==> config.mk <==
export PLATFORM = sky130hd
export DESIGN_NAME = mem_bus_arbiter
export DESIGN_NICKNAME = d
export VERILOG_FILES = /design/src/rtl/mem_bus_pkg.sv /design/src/rtl/mem_bus_rr_pick.sv /design/src/rtl/mem_bus_arbiter.sv
export SDC_FILE = /design/constraint.sdc
export NUM_CORES = 1
export LEC_CHECK = 0
export ABC_AREA = 1
export BUFFER_PORTS_ARGS = -buffer_cell sky130_fd_sc_hd__buf_2
export CAP_MARGIN = 5
export CORE_MARGIN = 1.5
export CORE_UTILIZATION = 25
export DETAILED_ROUTE_END_ITERATION = 12
export GPL_TIMING_DRIVEN = 1
export HOLD_SLACK_MARGIN = 0.08
export PLACE_DENSITY = 0.49
export REMOVE_ABC_BUFFERS = 1
export SYNTH_ARGS = -nofsm -noshare
export SYNTH_HDL_FRONTEND = slang
export SYNTH_SLANG_ARGS = --single-unit
==> constraint.sdc <==
create_clock -name clk_i -period 3.42 [get_ports clk_i]
set_clock_uncertainty 0.1 [all_clocks]
set_input_delay 0.684 -clock clk_i [delete_from_list [all_inputs] [get_ports clk_i]]
set_output_delay 0.684 -clock clk_i [all_outputs]
set_load 0.005 [all_outputs]
==> src/rtl/mem_bus_pkg.sv <==
// Shared types and constants for the two-requester memory bus arbiter.
package mem_bus_pkg;

    localparam int DATA_W = 32;
    localparam int STRB_W = DATA_W / 8;

    typedef enum logic [1:0] {
        IDLE = 2'd0,
        ADDR = 2'd1,
        WAIT = 2'd2,
        RESP = 2'd3
    } state_t;

    typedef enum logic {
        REQ_M0 = 1'b0,
        REQ_M1 = 1'b1
    } req_id_t;

endpackage

==> src/rtl/mem_bus_rr_pick.sv <==
// Combinational two-way round-robin pick: on a tie the requester not granted last wins.
module mem_bus_rr_pick
    import mem_bus_pkg::*;
(
    input  logic    m0_valid,
    input  logic    m1_valid,
    input  req_id_t last_grant,
    output req_id_t grant
);

    always_comb begin
        grant = REQ_M0;
        if (m0_valid && m1_valid) begin
            grant = (last_grant == REQ_M0) ? REQ_M1 : REQ_M0;
        end else if (m1_valid) begin
            grant = REQ_M1;
        end
    end

endmodule

==> src/rtl/mem_bus_arbiter.sv <==
// Two-requester arbiter for a single-port memory bus with a fixed read latency of RD_LAT.
// Define MEM_BUS_ARBITER_FIXED_PRIO_EN to make m0 win every tie (no last-grant register).
module mem_bus_arbiter
    import mem_bus_pkg::*;
#(
    parameter int ADDR_W = 32,
    parameter int RD_LAT = 1
) (
    input  logic              clk_i,
    input  logic              reset_ni,
    input  logic              m0_valid_i,
    input  logic [ADDR_W-1:0] m0_addr_i,
    input  logic [DATA_W-1:0] m0_wdata_i,
    input  logic [STRB_W-1:0] m0_wstrb_i,
    output logic              m0_ready_o,
    output logic [DATA_W-1:0] m0_rdata_o,
    input  logic              m1_valid_i,
    input  logic [ADDR_W-1:0] m1_addr_i,
    input  logic [DATA_W-1:0] m1_wdata_i,
    input  logic [STRB_W-1:0] m1_wstrb_i,
    output logic              m1_ready_o,
    output logic [DATA_W-1:0] m1_rdata_o,
    output logic [ADDR_W-1:0] address_o,
    output logic [DATA_W-1:0] data_o,
    input  logic [DATA_W-1:0] data_i,
    output logic              we_o,
    output logic [STRB_W-1:0] we_ram_o
);

    state_t            state;
    logic [2:0]        wait_cnt;
    req_id_t           grant_q;
    req_id_t           pick;
    req_id_t           last_grant;
    logic [DATA_W-1:0] rdata_q;
    logic              enter_resp;
    logic [ADDR_W-1:0] pick_addr;
    logic [DATA_W-1:0] pick_wdata;
    logic [STRB_W-1:0] pick_wstrb;

    mem_bus_rr_pick u_pick (
        .m0_valid   (m0_valid_i),
        .m1_valid   (m1_valid_i),
        .last_grant (last_grant),
        .grant      (pick)
    );

    always_comb begin
        pick_addr  = m0_addr_i;
        pick_wdata = m0_wdata_i;
        pick_wstrb = m0_wstrb_i;
        if (pick == REQ_M1) begin
            pick_addr  = m1_addr_i;
            pick_wdata = m1_wdata_i;
            pick_wstrb = m1_wstrb_i;
        end
    end

    // Read data is captured on the same edge that enters RESP, RD_LAT edges after ADDR began.
    assign enter_resp = ((state == ADDR) && (RD_LAT == 1)) ||
                        ((state == WAIT) && (wait_cnt == 3'd1));

`ifdef MEM_BUS_ARBITER_FIXED_PRIO_EN
    assign last_grant = REQ_M1;
`else
    always_ff @(posedge clk_i or negedge reset_ni) begin
        if (!reset_ni) begin
            last_grant <= REQ_M1;
        end else if ((state == IDLE) && (m0_valid_i || m1_valid_i)) begin
            last_grant <= pick;
        end
    end
`endif

    always_ff @(posedge clk_i or negedge reset_ni) begin
        if (!reset_ni) begin
            state      <= IDLE;
            wait_cnt   <= '0;
            grant_q    <= REQ_M0;
            address_o  <= '0;
            data_o     <= '0;
            we_o       <= 1'b0;
            we_ram_o   <= '0;
            m0_ready_o <= 1'b0;
            m1_ready_o <= 1'b0;
            rdata_q    <= '0;
        end else begin
            address_o  <= '0;
            we_o       <= 1'b0;
            we_ram_o   <= '0;
            m0_ready_o <= 1'b0;
            m1_ready_o <= 1'b0;
            if (enter_resp) begin
                state      <= RESP;
                rdata_q    <= data_i;
                m0_ready_o <= (grant_q == REQ_M0);
                m1_ready_o <= (grant_q == REQ_M1);
            end else begin
                case (state)
                    IDLE: begin
                        if (m0_valid_i || m1_valid_i) begin
                            grant_q   <= pick;
                            address_o <= pick_addr;
                            data_o    <= pick_wdata;
                            we_ram_o  <= pick_wstrb;
                            we_o      <= |pick_wstrb;
                            state     <= ADDR;
                        end
                    end
                    ADDR: begin
                        state    <= WAIT;
                        wait_cnt <= 3'(RD_LAT - 1);
                    end
                    WAIT:    wait_cnt <= wait_cnt - 3'd1;
                    RESP:    state <= IDLE;
                    default: state <= IDLE;
                endcase
            end
        end
    end

    assign m0_rdata_o = rdata_q;
    assign m1_rdata_o = rdata_q;

endmodule

# After elaboration in Yosys (flattened, before gate mapping)
# Cells that the tools add are included.
word_totals:
  elab_cells: 52
  in_bits: 172
  reg_bits: 110
classes:
  muxes: 21
  addsub: 1
  n_eq_ne: 5
  bitwise: 2
  reduce_logical: 12
ops:
  columns: ["op", "n"]
  rows:
  - ["$mux 32", 5]
  - ["$mux 4", 4]
  - ["$mux 1", 8]
  - ["$pmux 2 s3", 1]
  - ["$pmux 3 s2", 1]
  - ["$eq 2x2->1 const B", 2]
  - ["$mux 2", 2]
  - ["$reduce_and 2->1", 2]
  - ["$reduce_bool 4->1", 1]
  - ["$reduce_or 4->1", 1]
  - ["$eq 3x1->1 const B", 1]
  - ["$logic_and 1x1->1", 3]
  - ["$ne 3x2->1 const B", 1]
  - ["$reduce_and 3->1", 1]
  - ["$sub 3x1->3 const B", 1]
  - ["$eq 2x1->1 const B", 1]
  - ["$logic_not 2->1", 1]
  - ["$logic_or 1x1->1", 2]
  - ["$not 1->1", 2]
  - ["$reduce_bool 2->1", 1]

# Logic depth before layout (Yosys ltp)
logic_depth:
  word_depth: 7
  ltp_mapped: 9

# By module
# From an unflattened synthesis, not the netlist that was laid out.
unflattened:
  hier_cells: 532
  hier_area_um2: 5098.6
by_module_without_submodules:
  columns: ["module", "cells_each", "instances", "area_per_inst_um2"]
  rows:
  - ["mem_bus_arbiter", 530, 1, 5086.1]
  - ["mem_bus_rr_pick", 2, 1, 12.5]

# Least setup slack after synthesis
# Ideal clock, no wire load.
synth_timing:
  kind: "in2reg"
  start: "input port m0_valid_i"
  end: "register address_o[14]"
  t_arrival_ns: 1.435
  cell_stages: 7
  t_required_ns: 3.243
  setup_ns: 0.077
  path_slack_ns: 1.807
  n_path_buf: 2
  cell_sequence: "nand2_1 -> nand2_2 -> inv_2 -> buf_4 -> buf_2 -> nand2_1 -> a21oi_1"
synth_between:
  elab_chain_cells: 6
  elab_cells_between_ends: 7
  cone_classes: "mux: 5; reduce/logical: 2"
synth_lines:
  columns: ["element", "line_no", "text"]
  rows:
  - ["start: declaration", "mem_bus_arbiter.sv:11", "input logic m0_valid_i,"]
  - ["$logic_and 1x1->1", "mem_bus_rr_pick.sv:13", "if (m0_valid && m1_valid) begin"]
  - ["$mux 1", "mem_bus_rr_pick.sv:13", null]
  - ["$mux 32", "mem_bus_arbiter.sv:52", "if (pick == REQ_M1) begin"]
  - ["$mux 32 (*)", "mem_bus_arbiter.sv:101", "if (m0_valid_i || m1_valid_i) begin"]
  - ["$mux 32 (*)", "mem_bus_arbiter.sv:99", "case (state)"]
  - ["$mux 32 (*)", "mem_bus_arbiter.sv:93", "if (enter_resp) begin"]
  - ["end signal: assignment", "mem_bus_arbiter.sv:103", "address_o <= pick_addr;"]
  - ["end: declaration", "mem_bus_arbiter.sv:23", "output logic [ADDR_W-1:0] address_o,"]
# Every way passes the cells marked *; elsewhere a longest branch is shown, timed or not.
# A chain may end at the register's enable or synchronous reset.

# Worst setup path after layout
layout_timing:
  start: "register last_grant"
  end: "register we_o"
layout_between:
  elab_chain_cells: 7
layout_lines:
  columns: ["element", "line_no", "text"]
  rows:
  - ["start: declaration", "mem_bus_arbiter.sv:34", "req_id_t last_grant;"]
  - ["start signal: assignment", "mem_bus_arbiter.sv:70", "last_grant <= pick;"]
  - ["$mux 1", "mem_bus_rr_pick.sv:14", "grant = (last_grant == REQ_M0) ? REQ_M1 : REQ_M0;"]
  - ["$mux 1", "mem_bus_rr_pick.sv:13", null]
  - ["$mux 4", "mem_bus_arbiter.sv:52", null]
  - ["$reduce_or 4->1", "mem_bus_arbiter.sv:106", "we_o <= |pick_wstrb;"]
  - ["$mux 1", "mem_bus_arbiter.sv:101", null]
  - ["$mux 1", "mem_bus_arbiter.sv:99", null]
  - ["$mux 1", "mem_bus_arbiter.sv:93", null]
  - ["end signal: assignment", "mem_bus_arbiter.sv:106", null]
  - ["end: declaration", "mem_bus_arbiter.sv:26", "output logic we_o,"]
# Every way passes these cells.

==> results.json <==
{
  "outcome": "complete, no violations",
  "postRouteAntennaNets": 0,
  "finalSetupViolCount": 0,
  "post_drt_wl_per_cell_um": 13.6,
  "drive_gt1_share_pct": 40.1,
  "synth_top_family_by_area": "simple AND/OR/NAND/NOR gates",
  "antenna_found_initial": 0,
  "synthesis.instances": 565,
  "drt-total-wl_um": 14800,
  "grt_overflow": 0,
  "die_area_mm2": 0.0202,
  "synth_top_area_cell": "dfrtp_1",
  "nFillCells": 2020,
  "track_usage_pct": 14.3,
  "post-cts-setup-buffers": 0,
  "grt_max_degree": 69,
  "rsz0062_at_grt": "no",
  "die_w_um": 142,
  "vias_per_cell": 4.17,
  "switching_share_pct": 37.5,
  "rows": 50,
  "first_global_vias": 4274,
  "synth.avg_cell_area_um2": 8.57,
  "async_flop_share_pct": 100,
  "ioPinCount": 307,
  "start_util_pct": 25.7,
  "seq_area_frac_synth_pct": 56.9,
  "final_hold_viol_count": 0,
  "drtIter0Drc": 156,
  "area_delta_synth_final_pct": 37.8,
  "synth_edf_count": 0,
  "cts_root_buffer": "clkbuf_16",
  "synth_compound_area_share_pct": 7.96,
  "crit_arrival_ns": 2.09,
  "setup-tns-final_ns": 0,
  "grt_pass1_wl_um": 22400,
  "hpwl_um": 10900,
  "comb_power_share_pct": 40.2,
  "synth_area_leaders": "dfrtp_1 (56%), nand2_1 (19%), buf_4 (5.4%)",
  "synth_simple_gate_area_share_pct": 23.9,
  "multiInputGateArea_mm2": 0.00163,
  "synthTopCellsByCount": "nand2_1 (248), dfrtp_1 (109), nor2_1 (42)",
  "synth_flop_cell": "dfrtp_1",
  "cts_tree": "built",
  "synth_mux_area_share_pct": 0,
  "drtPass1Iterations": 4,
  "fin_crit_sh_pct": 58.2,
  "clk_latency_ns": 0.34,
  "clock_power_share_pct": 20.0,
  "vdd_drop_max_v": 0.000404,
  "numCtsBuffers": 9,
  "yosys_register_bits": 110,
  "die_h_um": 142,
  "clockBufferDepth": 2,
  "tightest_slew_ns": 0.808,
  "worstSetupPathType": "flip-flop to flip-flop",
  "holdBufCountCts": 0,
  "min_period_ns": 1.99,
  "synth-xor-area-share_pct": 0.181,
  "gp_congestion": 0.742,
  "hp-class": "input pin to asynchronous set/reset pin",
  "synth.most_common_cell": "nand2_1",
  "power_mw": 5.31,
  "yosys.area.top_type_share_pct": 56.3,
  "leakagePower_nw": 3.74,
  "path_max_fanout": 68,
  "drc": 0,
  "startpoint_type": "flip-flop",
  "slew-limit-headroom_pct": 45.9,
  "maxSlewViolCount": 0,
  "portBuffers": 306,
  "cap_violations": 0,
  "seq_power_share_pct": 39.7,
  "fmax_mhz": 502,
  "crit_path_end_kind": "flip-flop",
  "htree_levels": 3,
  "diodes": 0,
  "seq_area_mm2": 0.00275,
  "required_ns": 3.52,
  "synth.distinct_cells": 19,
  "path_clk_slew_ns": 0.07,
  "post_cts_resized": 0,
  "p_int_mw": 3.32,
  "p_sw_mw": 1.99,
  "cts.sinks": 110,
  "nNetsFinal": 1005,
  "core_area_mm2": 0.0188,
  "vias": 4553,
  "syn_area_mm2": 0.00484,
  "yosys_warnings": 0,
  "synthAdderAreaFrac_pct": 1.55,
  "pwr_density_cell_mw_per_mm2": 795
}
-- cell type report --
cell class,count,share of cell area (%)
Multi-Input combinational cell,377,24.5
Sequential cell,110,41.3
Clock inverter,3,0.675
Timing Repair Buffer,313,24.1
Inverter,16,0.900
Clock buffer,12,3.69
Tap cell,260,4.87
-- through the flow --
stage | util, % | setup WS [ns] | hold WS, ns | cell area [µm²] | cells
final | 35.4 | 1.43 | 0.166 | 6680 | 1091
after global routing | 35.4 | 1.23 | 0.185 | 6680 | 1091
after CTS | 35.4 | 1.36 | 0.167 | 6680 | 1091
after detailed placement | 33.9 | 1.12 | 0.315 | 6380 | 1076
after global placement | 33.9 | 1.15 | 0.314 | 6380 | 1076
after floorplan | - | 0.365 | 0.288 | 4440 | 503
-- logic make-up (layout without fill, tap and decap cells) --
group,Yosys count,count (layout)
AND/OR/NAND/NOR,301,301
AO/OA/AOI/OAI,69,69
buffers and inverters,78,344
XOR/XNOR,1,1
flip-flops,110,110
adder cells (fa/ha/maj),6,6
-- power groups by stage --
stage / combinational, mW / sequential [mW] / clock [mW]
after floorplan: 0.953 / 2.20 / 0
after CTS: 2.20 / 2.12 / 1.11
after detailed placement: 2.20 / 2.14 / 0
after global routing: 2.46 / 2.17 / 1.17
final: 2.14 / 2.11 / 1.06
after global placement: 2.20 / 2.13 / 0
-- worst paths after layout --
check / endpoint / cells past startpoint / from / slack [ns]
max: we_o / 8 / last_grant / 1.43
min: m0_rdata_o[14] / 1 / reset_ni / 0.17
max reg2reg: we_o / 8 / last_grant / 1.43
min reg2reg: m0_ready_o / 1 / grant_q / 0.32
max in group asynchronous: address_o[21] / 2 / reset_ni / 2.31
min in group clk_i: m0_ready_o / 1 / grant_q / 0.32
-- cell usage in the layout (no fill, tap or decap), drive strengths merged, types with 4 or more instances in the layout --
master  synthesis  layout
a21oi          32      32
nand2         251     251
clkbuf          7      12
a31oi          32      32
buf            55     313
dfrtp         109     109
nand3b          4       4
o21ai           5       5
ha              6       6
nor2           43      43
inv            16      16
-- routing by layer --
layer / global-route usage [%] / part of all wire, % / up-vias
met2: 24.5 / 48 / 204
met3: 4.31 / 8.2 / 15
li1: - / - / 2266
met5: 0 / 0 / -
met1: 17.0 / 42 / 2068
met4: 5.37 / 1.8 / 0
-- worst max-delay path: stages (launching register included) --
cell     delay [ns]
dfstp_2        0.54
nand2_1        0.12
nand2_2        0.10
buf_4          0.56
nand2_1        0.10
nand2_1        0.11
nand2_1        0.05
nor2_1         0.10
nor2_1         0.05
-- sequential cells by signal, indices dropped and copies added, names as in the netlist --
register,cells
address_o,32
data_o,32
m0_rdata_o,32
we_ram_o,4
wait_cnt,3
state,2
grant_q,1
last_grant,1
m0_ready_o,1
m1_ready_o,1
we_o,1
(Power assumes the default switching activity.)
